--- config.mk ---
export PLATFORM = sky130hd
export DESIGN_NAME = kpd_digit_entry
export DESIGN_NICKNAME = d
export VERILOG_FILES = /design/src/rtl/kpd_digit_entry.sv
export SDC_FILE = /design/constraint.sdc
export NUM_CORES = 1
export LEC_CHECK = 0
export ABC_AREA = 1
export CAP_MARGIN = 20
export CORE_ASPECT_RATIO = 1.2
export CORE_MARGIN = 8
export CORE_UTILIZATION = 47
export CTS_CLUSTER_DIAMETER = 80
export DETAILED_ROUTE_END_ITERATION = 16
export PLACE_DENSITY_LB_ADDON = 0.08
export REMOVE_ABC_BUFFERS = 1
export SLEW_MARGIN = 30
export SYNTH_ARGS = -nofsm -noshare
export SYNTH_HDL_FRONTEND = slang
export SYNTH_SLANG_ARGS = --single-unit
--- constraint.sdc ---
create_clock -name CLK_50M -period 1.56 [get_ports CLK_50M]
set_input_delay 0.312 -clock CLK_50M [delete_from_list [all_inputs] [get_ports CLK_50M]]
set_output_delay 0.312 -clock CLK_50M [all_outputs]
set_load 0.1 [all_outputs]
--- src/rtl/kpd_digit_entry.sv ---
// rtl/kpd_digit_entry.sv - keypad digit entry: collects up to four BCD digits and offers them with a valid/ready handshake
//
// Optional inactivity clear is built only when KPD_TIMEOUT_EN is defined.
//
// Ports:
//   CLK_50M      in   system clock, rising edge
//   RST          in   synchronous active-high reset
//   KPD_down     in   one-cycle key-press pulse
//   KPD_up       in   one-cycle key-release pulse
//   KPD_value    in   [3:0] key code (0-9 digit, A clear, B enter, C-F ignored)
//   ENT_data     out  [15:0] packed BCD digits, newest in [3:0]
//   ENT_count    out  [2:0] number of digits held (0-4)
//   ENT_valid    out  entry offered, data frozen until accepted
//   ENT_ready    in   consumer accepts entry when high with ENT_valid
//   ENT_error    out  one-cycle pulse on a rejected key
//   ENT_timeout  out  one-cycle pulse when the entry is cleared for inactivity
module kpd_digit_entry #(
    parameter int unsigned TIMEOUT_CYC = 250000000
) (
    input  logic        CLK_50M,
    input  logic        RST,
    input  logic        KPD_down,
    input  logic        KPD_up,
    input  logic [3:0]  KPD_value,
    output logic [15:0] ENT_data,
    output logic [2:0]  ENT_count,
    output logic        ENT_valid,
    input  logic        ENT_ready,
    output logic        ENT_error,
    output logic        ENT_timeout
);

    typedef enum logic [1:0] {
        IDLE = 2'd0,
        HELD = 2'd1,
        DONE = 2'd2
    } state_t;

    state_t      state_q, state_d;
    logic        pressed_q, pressed_d;
    logic [15:0] data_q, data_d;
    logic [2:0]  count_q, count_d;
    logic        valid_q, valid_d;
    logic        error_q, error_d;

`ifdef KPD_TIMEOUT_EN
    localparam logic [31:0] TMO_LAST = 32'(TIMEOUT_CYC - 1);
    logic [31:0] tmo_cnt_q, tmo_cnt_d;
    logic        timeout_q, timeout_d;
`else
    logic [31:0] unused_timeout_cyc;
    assign unused_timeout_cyc = TIMEOUT_CYC;
`endif

    always_comb begin
        state_d   = state_q;
        data_d    = data_q;
        count_d   = count_q;
        valid_d   = valid_q;
        error_d   = 1'b0;
        // Press wins if press and release coincide: the key is considered down.
        pressed_d = KPD_down ? 1'b1 : (KPD_up ? 1'b0 : pressed_q);

        case (state_q)
            IDLE: begin
                if (KPD_down) begin
                    state_d = HELD;
                    if (KPD_value <= 4'd9) begin
                        if (count_q < 3'd4) begin
                            data_d  = {data_q[11:0], KPD_value};
                            count_d = count_q + 3'd1;
                        end else begin
                            error_d = 1'b1;
                        end
                    end else if (KPD_value == 4'hA) begin
                        data_d  = 16'h0000;
                        count_d = 3'd0;
                    end else if (KPD_value == 4'hB) begin
                        if (count_q != 3'd0) begin
                            valid_d = 1'b1;
                            state_d = DONE;
                        end else begin
                            error_d = 1'b1;
                        end
                    end
                end
            end
            HELD: begin
                if (KPD_up) begin
                    state_d = IDLE;
                end
            end
            DONE: begin
                if (valid_q && ENT_ready) begin
                    valid_d = 1'b0;
                    data_d  = 16'h0000;
                    count_d = 3'd0;
                    // A key still down (or going down now) must be released
                    // before the next entry starts.
                    state_d = pressed_d ? HELD : IDLE;
                end
            end
            default: state_d = IDLE;
        endcase
    end

`ifdef KPD_TIMEOUT_EN
    always_comb begin
        tmo_cnt_d = 32'd0;
        timeout_d = 1'b0;
        if (state_q != DONE && count_q != 3'd0 && !KPD_down) begin
            if (tmo_cnt_q == TMO_LAST) begin
                timeout_d = 1'b1;
            end else begin
                tmo_cnt_d = tmo_cnt_q + 32'd1;
            end
        end
    end

    always_ff @(posedge CLK_50M) begin
        if (RST) begin
            tmo_cnt_q <= 32'd0;
            timeout_q <= 1'b0;
        end else begin
            tmo_cnt_q <= tmo_cnt_d;
            timeout_q <= timeout_d;
        end
    end

    assign ENT_timeout = timeout_q;
`else
    assign ENT_timeout = 1'b0;
`endif

    always_ff @(posedge CLK_50M) begin
        if (RST) begin
            state_q   <= IDLE;
            pressed_q <= 1'b0;
            data_q    <= 16'h0000;
            count_q   <= 3'd0;
            valid_q   <= 1'b0;
            error_q   <= 1'b0;
        end else begin
            state_q   <= state_d;
            pressed_q <= pressed_d;
            error_q   <= error_d;
            valid_q   <= valid_d;
`ifdef KPD_TIMEOUT_EN
            // Inactivity clear only happens outside DONE, so valid is unaffected.
            if (timeout_d) begin
                data_q  <= 16'h0000;
                count_q <= 3'd0;
            end else begin
                data_q  <= data_d;
                count_q <= count_d;
            end
`else
            data_q    <= data_d;
            count_q   <= count_d;
`endif
        end
    end

    assign ENT_data  = data_q;
    assign ENT_count = count_q;
    assign ENT_valid = valid_q;
    assign ENT_error = error_q;

endmodule

[Word-level counts from Yosys, hierarchy flattened]
Index checks and enable logic that the tools add are counted.
Storage, ports and cells
  register bits: 24
  input port bits: 9
  logic and storage cells: 67
Cells by class
  $add $sub $neg: 1
  magnitude comparators: 2
  eq/ne operators: 13
  mux-type cells: 35
  bitwise operators: 2
  reductions and logical operators: 8
Operators by type and width (number)
  $mux W16: 5
  $pmux W16 S2: 1
  $mux W3: 5
  $mux W1: 14
  $mux W2: 7
  $ne A2 B2 Y1 const B: 7
  $eq A4 B4 Y1 const B: 2
  $reduce_and A7 Y1: 1
  $ne A3 B3 Y1 const B: 2
  $pmux W2 S3: 1
  $pmux W3 S2: 1
  $reduce_and A5 Y1: 1
  $le A4 B4 Y1 const B: 1
  $add A3 B1 Y3 const B: 1
  $lt A3 B3 Y1 const B: 1
  $reduce_and A3 Y1: 1
  $reduce_bool A3 Y1: 1
  $reduce_or A3 Y1: 1
  $eq A2 B1 Y1 const B: 1
  $eq A2 B2 Y1 const B: 1
  $logic_not A2 Y1: 1
  $not A1 Y1: 2
  $pmux W1 S2: 1
  $reduce_bool A2 Y1: 1
  $logic_and A1 B1 Y1: 1

[Longest topological paths before layout]
Gate-level depths: netlist of run 1.
  word-level depth: 7
  gate-level depth with buffers: 10
  mapped depth without buffers: 9

[Worst setup path before layout of run 1]
OpenSTA, ideal clock, no wires.
  path kind: register to register
  start: register valid_q (netlist: ENT_valid)
  end: register data_q[10] (netlist: ENT_data[10])
  library setup time: 66 ps
  data arrival time: 1842 ps
  required time: 1494 ps
  setup slack: -348 ps
  cell stages (with the launch flop): 10
  cells stage by stage: dfxtp_1 nand2_1 nand3_2 nand2_1 nor2_2 nand2_2 inv_4 buf_6 nor2_1 nor2_1
On the way
  word-level cells in the longest chain between the ends: 3
RTL lines
  from (decl): RTL line 43  | logic valid_q, valid_d;
  from (signal assigned): RTL line 147  | valid_q <= valid_d;
  $logic_and A1 B1 Y1: RTL line 94  | if (valid_q && ENT_ready) begin
  $ne A2 B2 Y1 (no line)
  $reduce_and A5 Y1 (no line)
  to (signal assigned): RTL line 158  | data_q <= data_d;
  to (decl): RTL line 41  | logic [15:0] data_q, data_d;
Every way passes these cells.
A chain may end at the register's enable or synchronous reset.

[Worst setup path in the final report of run 1]
  start: input port KPD_value[2]
  end: register data_q[1] (netlist: ENT_data[1])
On the way
  word-level cells in the longest chain between the ends: 4
RTL lines
  from (decl): RTL line 24  | input logic [3:0] KPD_value,
  $le A4 B4 Y1: RTL line 68  | if (KPD_value <= 4'd9) begin
  $mux W16: RTL line 68
  $mux W16: RTL line 66  | if (KPD_down) begin
  $pmux W16 S2: RTL line 64  | case (state_q)
Several ways; a longest one is shown, not always the timed one. The select of a mux whose other input is x is not followed.

==> results of run 1 <==
==> sequential cells by signal, indices dropped and copies added, names as in the netlist <==
register / cells
ENT_data: 16
ENT_count: 3
state_q: 2
ENT_error: 1
ENT_valid: 1
pressed_q: 1
==> cell usage in the layout, fill, tap and decap left out, types with 2 or more instances in the layout <==
| cell type | n |
|---|---|
| sky130_fd_sc_hd__nand2_1 | 53 |
| sky130_fd_sc_hd__nor2_1 | 38 |
| sky130_fd_sc_hd__dfxtp_1 | 24 |
| sky130_fd_sc_hd__nand3_1 | 23 |
| sky130_fd_sc_hd__buf_12 | 22 |
| sky130_fd_sc_hd__buf_4 | 13 |
| sky130_fd_sc_hd__inv_1 | 11 |
| sky130_fd_sc_hd__clkdlybuf4s50_1 | 7 |
| sky130_fd_sc_hd__a21oi_1 | 6 |
| sky130_fd_sc_hd__nand2_2 | 4 |
| sky130_fd_sc_hd__clkbuf_4 | 3 |
| sky130_fd_sc_hd__nor2_2 | 2 |
| sky130_fd_sc_hd__ha_1 | 2 |
==> critical path, stage by stage <==
cell,delay (ns)
sky130_fd_sc_hd__clkdlybuf4s50_1,0.54
sky130_fd_sc_hd__nand2_2,0.09
sky130_fd_sc_hd__nand2_2,0.11
sky130_fd_sc_hd__nand2_1,0.07
sky130_fd_sc_hd__nand2_1,0.06
sky130_fd_sc_hd__nand2_1,0.10
sky130_fd_sc_hd__buf_4,0.20
sky130_fd_sc_hd__nand3_1,0.07
sky130_fd_sc_hd__nand2_1,0.06
sky130_fd_sc_hd__nor2_1,0.11
==> cell families after synthesis <==
| family | share of synthesized area (%) |
|---|---|
| adders and majority gates | 2.09 |
| buffers and inverters | 9.42 |
| AOI/OAI and AO/OA | 3.67 |
| DFF | 40.2 |
| and+or+nand+nor | 44.3 |
| other | 0.314 |
==> area by class of cell <==
| type | count | area [sq um] | area share (%) |
|---|---|---|---|
| tap | 33 | 41.3 | 2.23 |
| inverter | 12 | 47.5 | 2.57 |
| multi-input combinational | 136 | 607 | 32.8 |
| clock buffer | 3 | 22.5 | 1.22 |
| clock inverter | 1 | 30.0 | 1.62 |
| sequential | 24 | 480 | 26.0 |
| timing repair buffer | 43 | 621 | 33.6 |
==> per-stage QoR <==
stage          std cells  hold WS [ns]  setup slack, ns  setup TNS, ns
2_1_floorplan        172         0.381           -0.697         -14.54
4_1_cts              252         0.486           0.0827              0
5_1_grt              252         0.474         -0.00507       -0.00507
3_3_place_gp         248         0.453           -0.184          -3.01
6_report             252         0.472            0.107              0
3_5_place_dp         248         0.466           -0.224          -4.20
==> path summary, 6_finish.rpt <==
path / cells after the start / slack, ns / end / start
max: 10 / 0.11 / ENT_data[1]$_SDFFE_PP0P_ / KPD_value[2]
min: 5 / 0.47 / ENT_data[3]$_SDFFE_PP0P_ / KPD_value[3]
max reg2reg: 8 / 0.13 / ENT_data[1]$_SDFFE_PP0P_ / state_q[0]$_SDFFE_PP0P_
min reg2reg: 2 / 0.50 / pressed_q$_SDFF_PP0_ / pressed_q$_SDFF_PP0_
==> layer usage <==
metal	global-route usage, %	vias up	part of all wire [%]
li1	-	641	-
met1	16.7	578	41
met2	23.7	40	52
met3	3.94	2	6.8
met4	4.57	0	0.50
met5	0	-	0
==> results.txt, run 1 <==
The flow ran to the end, and the final reports show no timing, DRC or antenna violations. The tools report the cell at the root of the clock tree as sky130_fd_sc_hd__clkbuf_4. Counting I/O delays and the setup requirement, the final critical path takes 1.45 ns.

The worst hold path belongs to the class in -> reg. The standard cell area after detailed placement is 1790 sq um, and the clock-pin transition on the worst setup and hold timing paths is 0.13 ns. The clock insertion delay at the later pin of the skew report was 0.32 ns. The global route total overflow was 0; the post-detailed-route wirelength per cell was 11.8 um.

Sorting the synthesized cells by how often they occur yields sky130_fd_sc_hd__nand2_1, sky130_fd_sc_hd__nor2_1, sky130_fd_sc_hd__dfxtp_1. The initialized floorplan defines 20 standard-cell rows. The clock arrives with 0.0101 ns of skew. Summing all non-filler instances in the final layout gives an area of 1850 sq um. The floorplan step defined a die boundary enclosing 4420 sq um. The logs give 0 for the number of antenna violations at the first check in global routing and 4 for the first-pass iteration count of the detailed router.

The die is 62.0 um wide. For the total global routing track utilization, the log shows 14.3%. The clock passes through at most 2 buffers. Measured along the y axis, the die boundary spans 71.2 um. In this run the tightest slew margin relative to its limit is 61.2%.

The proportion of register bits with asynchronous set or reset after synthesis was 0%. TritonCTS built the clock tree. From synthesis to final layout, the design area changed by 54.8%. The most used standard cell by instance count after synthesis was sky130_fd_sc_hd__nand2_1. The global-route wire length before repair is 4970 um, and the initial standard-cell utilization of the core is 48.2%.

The top flip-flop cell by instance count after synthesis is sky130_fd_sc_hd__dfxtp_1. For the worst setup path, the data required time is 1.82 ns. For this run, the share of the core covered by cells in the final layout is 74.6%. The post-detailed-routing wire length is 2980 um, and the count of final setup violators is 0.

The number of gates resized after CTS was 0. The largest total area in the synthesized netlist belongs to sky130_fd_sc_hd__dfxtp_1. The highest fanout seen on the critical path was 12. After technology mapping, the gate count stands at 181. The mean post-synth cell area came out at 6.60 sq um.

The tools report the placer congestion estimate as 0.893. The flop and latch count out of synthesis was 24; the final routed DRC violation total was 0. The clock drives 24 sinks.

The run gives 40.2% as the fraction of the yosys area taken by sequential cells. The tools report the type of destination of the critical path as a register. Timing would allow up to 688 MHz.

The final route contains 1261 vias. The kind of critical path was in -> reg. The tools report the total count of max-transition violations in the final report as 0. In this run the cell area of the synthesized design comes to 1190 sq um.

Max-cap violations in this run came to 0. 31 I/O pins were placed. The number of clock buffers added by TritonCTS is 3.

The number of global-route vias before repair came out at 1143. After synthesis, the netlist uses 22 different library cells. The kind of launch point of the worst setup path was a primary input. The number of H-tree levels came out at 1.

The share of the clock period used by the worst path is 93.1%. In this run, the number of DRC markers left after iteration 0 of detailed routing was 56. The critical path data arrival time came out at 1.71 ns.

The logs give 0 for the final number of hold-violating endpoints and 0 for the number of warnings printed during yosys synthesis. The run gives 21 as the pin count of the biggest net entering global routing. After clock tree synthesis, the flow added hold-fix buffers numbering 0. At the pin with the least slew margin, the transition time is 0.581 ns. For the post-DP HPWL, the log shows 2210 um. After clock tree synthesis, the setup repair step added 0 buffers.

The share of layout cells above drive strength 1 is 21.9%. In this run the biggest area consumer among cell types represents 40.2% of the synthesized area. By area the synthesized netlist is led by sky130_fd_sc_hd__dfxtp_1, sky130_fd_sc_hd__nand2_1, sky130_fd_sc_hd__nor2_1. The logs give 0 for the remaining antenna violation count and 2480 sq um for the core outline area.

The number of vias per cell after detailed routing works out to 5.00. The logs give 182 for the final-layout fill cell count and 0 for the antenna diode count. The number of flops mapped to enable cells by yosys is 0, and the quantity of I/O buffers inserted on ports is 29. The final layout net count is 231.
Power of run 1 is not shown: default switching activity piles up to over one toggle a cycle in this logic, so the estimate is an artifact.
==> run 2: changes to the inputs <==
--- a/config.mk
+++ b/config.mk
@@ -8,8 +8,8 @@
 export ABC_AREA = 1
 export CAP_MARGIN = 20
 export CORE_ASPECT_RATIO = 1.2
-export CORE_MARGIN = 8
-export CORE_UTILIZATION = 47
+export CORE_MARGIN = 2
+export CORE_UTILIZATION = 45
 export CTS_CLUSTER_DIAMETER = 80
 export DETAILED_ROUTE_END_ITERATION = 16
 export PLACE_DENSITY_LB_ADDON = 0.08
==> results.txt, run 2 (synthesis results as in run 1) <==
The run finished with clean final reports. The post-detailed-route wirelength per cell works out to 11.4 um. The kind of critical path is in -> reg.

Highest fanout seen on the critical path: 18. Setup violations remaining at the end of the flow were counted as 0. The number of global-route vias before repair was 1167.

For the antenna diode count, the log shows 0. Global routing consumed, over all layers together, 20.0% of the routing resources. For this design, the sink count on the clock tree is 24. Port buffering added 29 buffers.

The type of destination of the critical path is a register. The met1 routing resource usage after global routing is 24.5%. The number of placed I/O pins came out at 31. From left edge to right edge, the die measures 51.0 um. In this run the remaining antenna-violating nets after routing total 0. The cell at the root of the clock tree is sky130_fd_sc_hd__clkbuf_4.

The pin count of the biggest net entering global routing was 21; the critical path data arrival time was 1.69 ns. The clock-pin transition on the worst setup and hold timing paths was 0.14 ns; the global route total overflow was 0. The multi-input gate area in the final layout was 607 sq um; the initial standard-cell utilization of the core was 47.3%.

The first global-routing pass estimated 4880 um of wire. Leaving out fill and tap cells, the most frequent cell in the layout is sky130_fd_sc_hd__nand2_1. The worst setup skew after layout is 0.00364 ns. The tools report the kind of launch point of the worst setup path as a primary input.

Summed over all failing endpoints, the final setup total negative slack is 0 ns. The tools report the clock insertion delay at the later pin of the skew report as 0.31 ns. The logs give 1 for the number of H-tree levels and 0 for the number of maximum-capacitance constraint violations. The number of vias per cell after detailed routing works out to 5.00. After layout, the worst path uses 92.0% of the clock period. The tools report the die area as 3090 sq um.

After legalization and detailed placement, the total HPWL measured 2050 um. For this run, global-route usage on met3 was measured as 3.20%. Measured along the y axis, the die boundary spans 60.5 um.

The count of cells in the finished layout, fillers not included, comes to 250. The first routing iteration left 21 violations. The final routed DRC violation total was 0. The logs give 2 for the number of buffers on the longest clock path and 3 for the number of buffers created by CTS. In the layout the commonest cells are sky130_fd_sc_hd__nand2_1, sky130_fd_sc_hd__nor2_1, sky130_fd_sc_hd__buf_12. The post-detailed-routing wire length came out at 2840 um. After global routing, the most crowded layer is met2. The total count of max-transition violations in the final report was 0. At the end of routability-driven placement, the weighted congestion stood at 0.778. The area growth from synthesis to layout is 56.5%. The floorplan has 20 rows. The run gives 1249 as the via count.

For this run, the top clock speed supported by timing is 697 MHz. The worst endpoint required time was 1.82 ns. The run gives 36.7% as the met2 layer usage reported by global route. The final-layout fill cell count came out at 191.

The hold buffer count at cts is 0. For the final number of hold-violating endpoints, the log shows 0. The worst setup slack for register-to-register paths is 0.19 ns, and the final critical-path required period is 1.44 ns.

The register with the most flip-flops in the layout has 16 of them. Setup repair after global routing left no endpoint under its margin. The area used by sequential logic in the layout came out at 482 sq um.

TritonCTS built the clock tree. The tools report the number of antenna violations at the first check in global routing as 0. The tools report the first-pass iteration count of the detailed router as 4. The logs give 229 for the final layout net count and 2530 sq um for the core outline area. The path class of the tightest hold or removal check is reg -> reg.

In this run, placement finished with an instance count of 246. The share of layout cells above drive strength 1 was 20.7%.
==> run 2: changes by cell type in the layout (fill, tap and decap cells not counted) <==
cell and delta:
sky130_fd_sc_hd__nand2_2 -2, sky130_fd_sc_hd__nor2_4 +1, sky130_fd_sc_hd__buf_4 -5, sky130_fd_sc_hd__dfxtp_2 +1, sky130_fd_sc_hd__nor2_2 -1, sky130_fd_sc_hd__nand2_1 +2
sky130_fd_sc_hd__dfxtp_1 -1, sky130_fd_sc_hd__buf_12 +3, sky130_fd_sc_hd__clkdlybuf4s50_1 +1, sky130_fd_sc_hd__dlymetal6s2s_1 -1
==> run 2: repair_timing <==
item,in CTS,in global routing
setup endpoints to repair,0,14
gates resized for setup,0,2
setup buffers,0,0
==> run 2: area by class of cell <==
cell class	instances	share of cell area, %
Multi-Input combinational cell	136	32.4
Timing Repair Buffer	41	34.2
Sequential cell	24	25.8
Tap cell	33	2.21
Clock buffer	3	1.20
Inverter	12	2.54
Clock inverter	1	1.61
==> run 2: path summary, 6_finish.rpt <==
path	start	end	depth (start not counted)
setup / recovery	KPD_down	ENT_count[1]$_SDFFE_PP0P_	9
hold / removal	pressed_q$_SDFF_PP0_	pressed_q$_SDFF_PP0_	2
setup reg to reg	state_q[0]$_SDFFE_PP0P_	ENT_count[1]$_SDFFE_PP0P_	8
hold reg to reg	pressed_q$_SDFF_PP0_	pressed_q$_SDFF_PP0_	2
==> run 2: through the flow <==
| step | hold slack [ns] | setup slack [ns] | util [%] | area [sq um] |
|---|---|---|---|---|
| after floorplan | 0.381 | -0.697 | - | 1130 |
| after global placement | 0.456 | -0.154 | 71.7 | 1810 |
| final | 0.490 | 0.124 | 74.0 | 1870 |
| after detailed placement | 0.473 | -0.229 | 71.7 | 1810 |
| after global routing | 0.522 | 0.000171 | 74.0 | 1870 |
| after CTS | 0.494 | 0.0831 | 73.8 | 1860 |
==> run 2: critical path, stage by stage <==
cell and delay, ns:
sky130_fd_sc_hd__clkdlybuf4s50_1 0.48, sky130_fd_sc_hd__inv_1 0.07, sky130_fd_sc_hd__nand2_1 0.10, sky130_fd_sc_hd__nand2_1 0.12, sky130_fd_sc_hd__nor2_4 0.17, sky130_fd_sc_hd__nand2_2 0.10, sky130_fd_sc_hd__inv_4 0.17, sky130_fd_sc_hd__nor2_1 0.06
sky130_fd_sc_hd__nor2_1 0.10
==> run 2: metal layers <==
layer  vias to the layer above  wire length, um
met3                         2              159
met1                       578             1210
met4                         0               10
met2                        35             1460
li1                        634                -
met5                         -                0
Power of run 2 is left out for the same reason.
==> run 3: changes to the inputs <==
--- a/config.mk
+++ b/config.mk
@@ -7,11 +7,11 @@
 export LEC_CHECK = 0
 export ABC_AREA = 1
 export CAP_MARGIN = 20
-export CORE_ASPECT_RATIO = 1.2
 export CORE_MARGIN = 2
 export CORE_UTILIZATION = 45
 export CTS_CLUSTER_DIAMETER = 80
 export DETAILED_ROUTE_END_ITERATION = 16
+export DONT_BUFFER_PORTS = 1
 export PLACE_DENSITY_LB_ADDON = 0.08
 export REMOVE_ABC_BUFFERS = 1
 export SLEW_MARGIN = 30
==> results.txt, run 3 (synthesis results as in run 1) <==
Among all stages on the critical path, the largest delay is contributed by sky130_fd_sc_hd__dfxtp_1. The filler cells instantiated in the layout total 253. The worst endpoint required time is 1.25 ns, and the floorplan row count is 18. The routed design could run at a clock period as short as 1.38 ns. The multi-input combinational cells in the finished layout cover a total of 607 sq um. The logs give 4690 um for the global-route wire length before repair and 0 for the count of final setup violators. The count of nets left with antenna violations once routing finished came out at 0. The worst path uses 88.6% of the clock period. Once layout is done, the placed cells without fillers occupy 1420 sq um. On the final layout, the worst clock skew is 0.0128 ns. Clock-pin slew was measured on the worst setup and hold paths at 0.14 ns.

In the layout the commonest cells are sky130_fd_sc_hd__nand2_1, sky130_fd_sc_hd__nor2_1, sky130_fd_sc_hd__buf_4. STA classifies the critical path startpoint as a register. Number of buffers on the longest clock path: 2.

Across the whole layout, storage elements account for 482 sq um. The share of layout cells above drive strength 1 is 18.8%. The final number of hold-violating endpoints is 0, and the initial standard-cell utilization of the core is 47.8%.

The total count of max-transition violations in the final report was 0; the number of maximum-capacitance constraint violations was 0. Entering global routing, the biggest net connects 19 pins. The via count is 1148, and the first-pass iteration count of the detailed router is 4. For this run, the share of the core covered by cells in the final layout is 56.9%.

The critical path data arrival time was 1.07 ns. The critical path goes through buf_4. The largest single stage delay on the critical path is 0.42 ns. The width of the chip was 55.5 um; the area overhead of the layout relative to synthesis was 19.0%. After detailed routing, the average wire length per cell comes to 11.1 um. The clock insertion delay at the later pin of the skew report came out at 0.33 ns. The tools report the post-detailed-routing wire length as 2590 um. After clock tree synthesis, the setup repair step added 0 buffers.

In this run the count of I/O pins placed on the die edge is 31. After global routing the overflow that remains totals 0. The die covers 3080 sq um. Type of destination of the critical path: an output port.

The flow ran to the end, and the final reports show no timing, DRC or antenna violations. The tools report the antenna diode count as 0. For this run, the top clock speed supported by timing is 724 MHz. The first routing iteration left 30 violations.

In this run the worst hold path is classified as in -> reg. The logs give 1860 um for the post-DP HPWL and 0 for the final routed DRC violation total. Broken down by cell family, the worst path's largest delay share belongs to flip-flops. TritonCTS built the clock tree. In the routed layout, each cell is associated on average with a via count of 4.95. Along the worst path, the maximum fanout reaches 4. Setup repair after global routing left no endpoint under its margin. Buffers placed on the I/O ports in this run total 0. The die extent in y is 55.5 um. Counting every sink on the clock net gives 24.

The final layout contains 214 nets. The run gives 2500 sq um as the core outline area. The number of flip-flops in the largest register came out at 16. In this run the clock root is driven by a sky130_fd_sc_hd__clkbuf_4. The logs give 18.7% for the total global routing track utilization and 1 for the number of H-tree levels. Leaving out fill and tap cells, the most frequent cell in the layout is sky130_fd_sc_hd__nand2_1.

At the end of routability-driven placement, the weighted congestion stood at 0.780. The number of antenna violations at the first check in global routing was 0. The number of buffers created by CTS came out at 3. The run gives 1360 sq um as the standard cell area after detailed placement. The buffers plus inverters on the worst setup path was 1; the number of global-route vias before repair was 1092. The kind of critical path is reg -> out.
## run 3: cell count changes in the layout (fill, tap and decap cells not counted), sizes merged
cell           delta
buf               -7
clkdlybuf4s50     -8
## run 3: layer usage
layer  track usage, %  wire [um]  up-vias
li1                 -          -      605
met1             22.9       1180      513
met2             32.5       1250       25
met3             2.58        113        5
met4             8.01         44        0
met5                0          0        -
## run 3: layout make-up
class                           count  area share [%]
Clock buffer                        3            1.58
Multi-Input combinational cell    136            42.7
Sequential cell                    24            33.9
Clock inverter                      1            2.11
Tap cell                           30            2.64
Timing Repair Buffer               26            13.7
Inverter                           12            3.35
## run 3: worst paths after layout
| path | startpoint | endpoint | slack [ns] | cells after the start |
|---|---|---|---|---|
| setup / recovery | ENT_count[2]$_SDFFE_PP0P_ | ENT_count[2] | 0.18 | 1 |
| hold / removal | RST | pressed_q$_SDFF_PP0_ | 0.03 | 1 |
| setup reg to reg | state_q[1]$_SDFFE_PP0P_ | ENT_count[1]$_SDFFE_PP0P_ | 0.20 | 7 |
| hold reg to reg | pressed_q$_SDFF_PP0_ | pressed_q$_SDFF_PP0_ | 0.47 | 2 |
## run 3: what timing repair did
action / 4_1_cts / 5_1_grt
resized for setup: 0 / 2
endpoints found under the setup margin: 0 / 19
hold endpoints to repair: 0 / 0
hold buffers: 0 / 0
## run 3: stage by stage
step | TNS [ns] | hold WS [ns] | setup WS [ns] | instances
2_1_floorplan | -14.54 | 0.381 | -0.697 | 172
3_3_place_gp | 0 | 0.382 | 0.213 | 228
3_5_place_dp | 0 | 0.385 | 0.128 | 228
4_1_cts | 0 | 0.0288 | 0.0954 | 232
5_1_grt | 0 | 0.0279 | 0.0122 | 232
6_report | 0 | 0.0291 | 0.178 | 232
Power of run 3 is left out for the same reason.
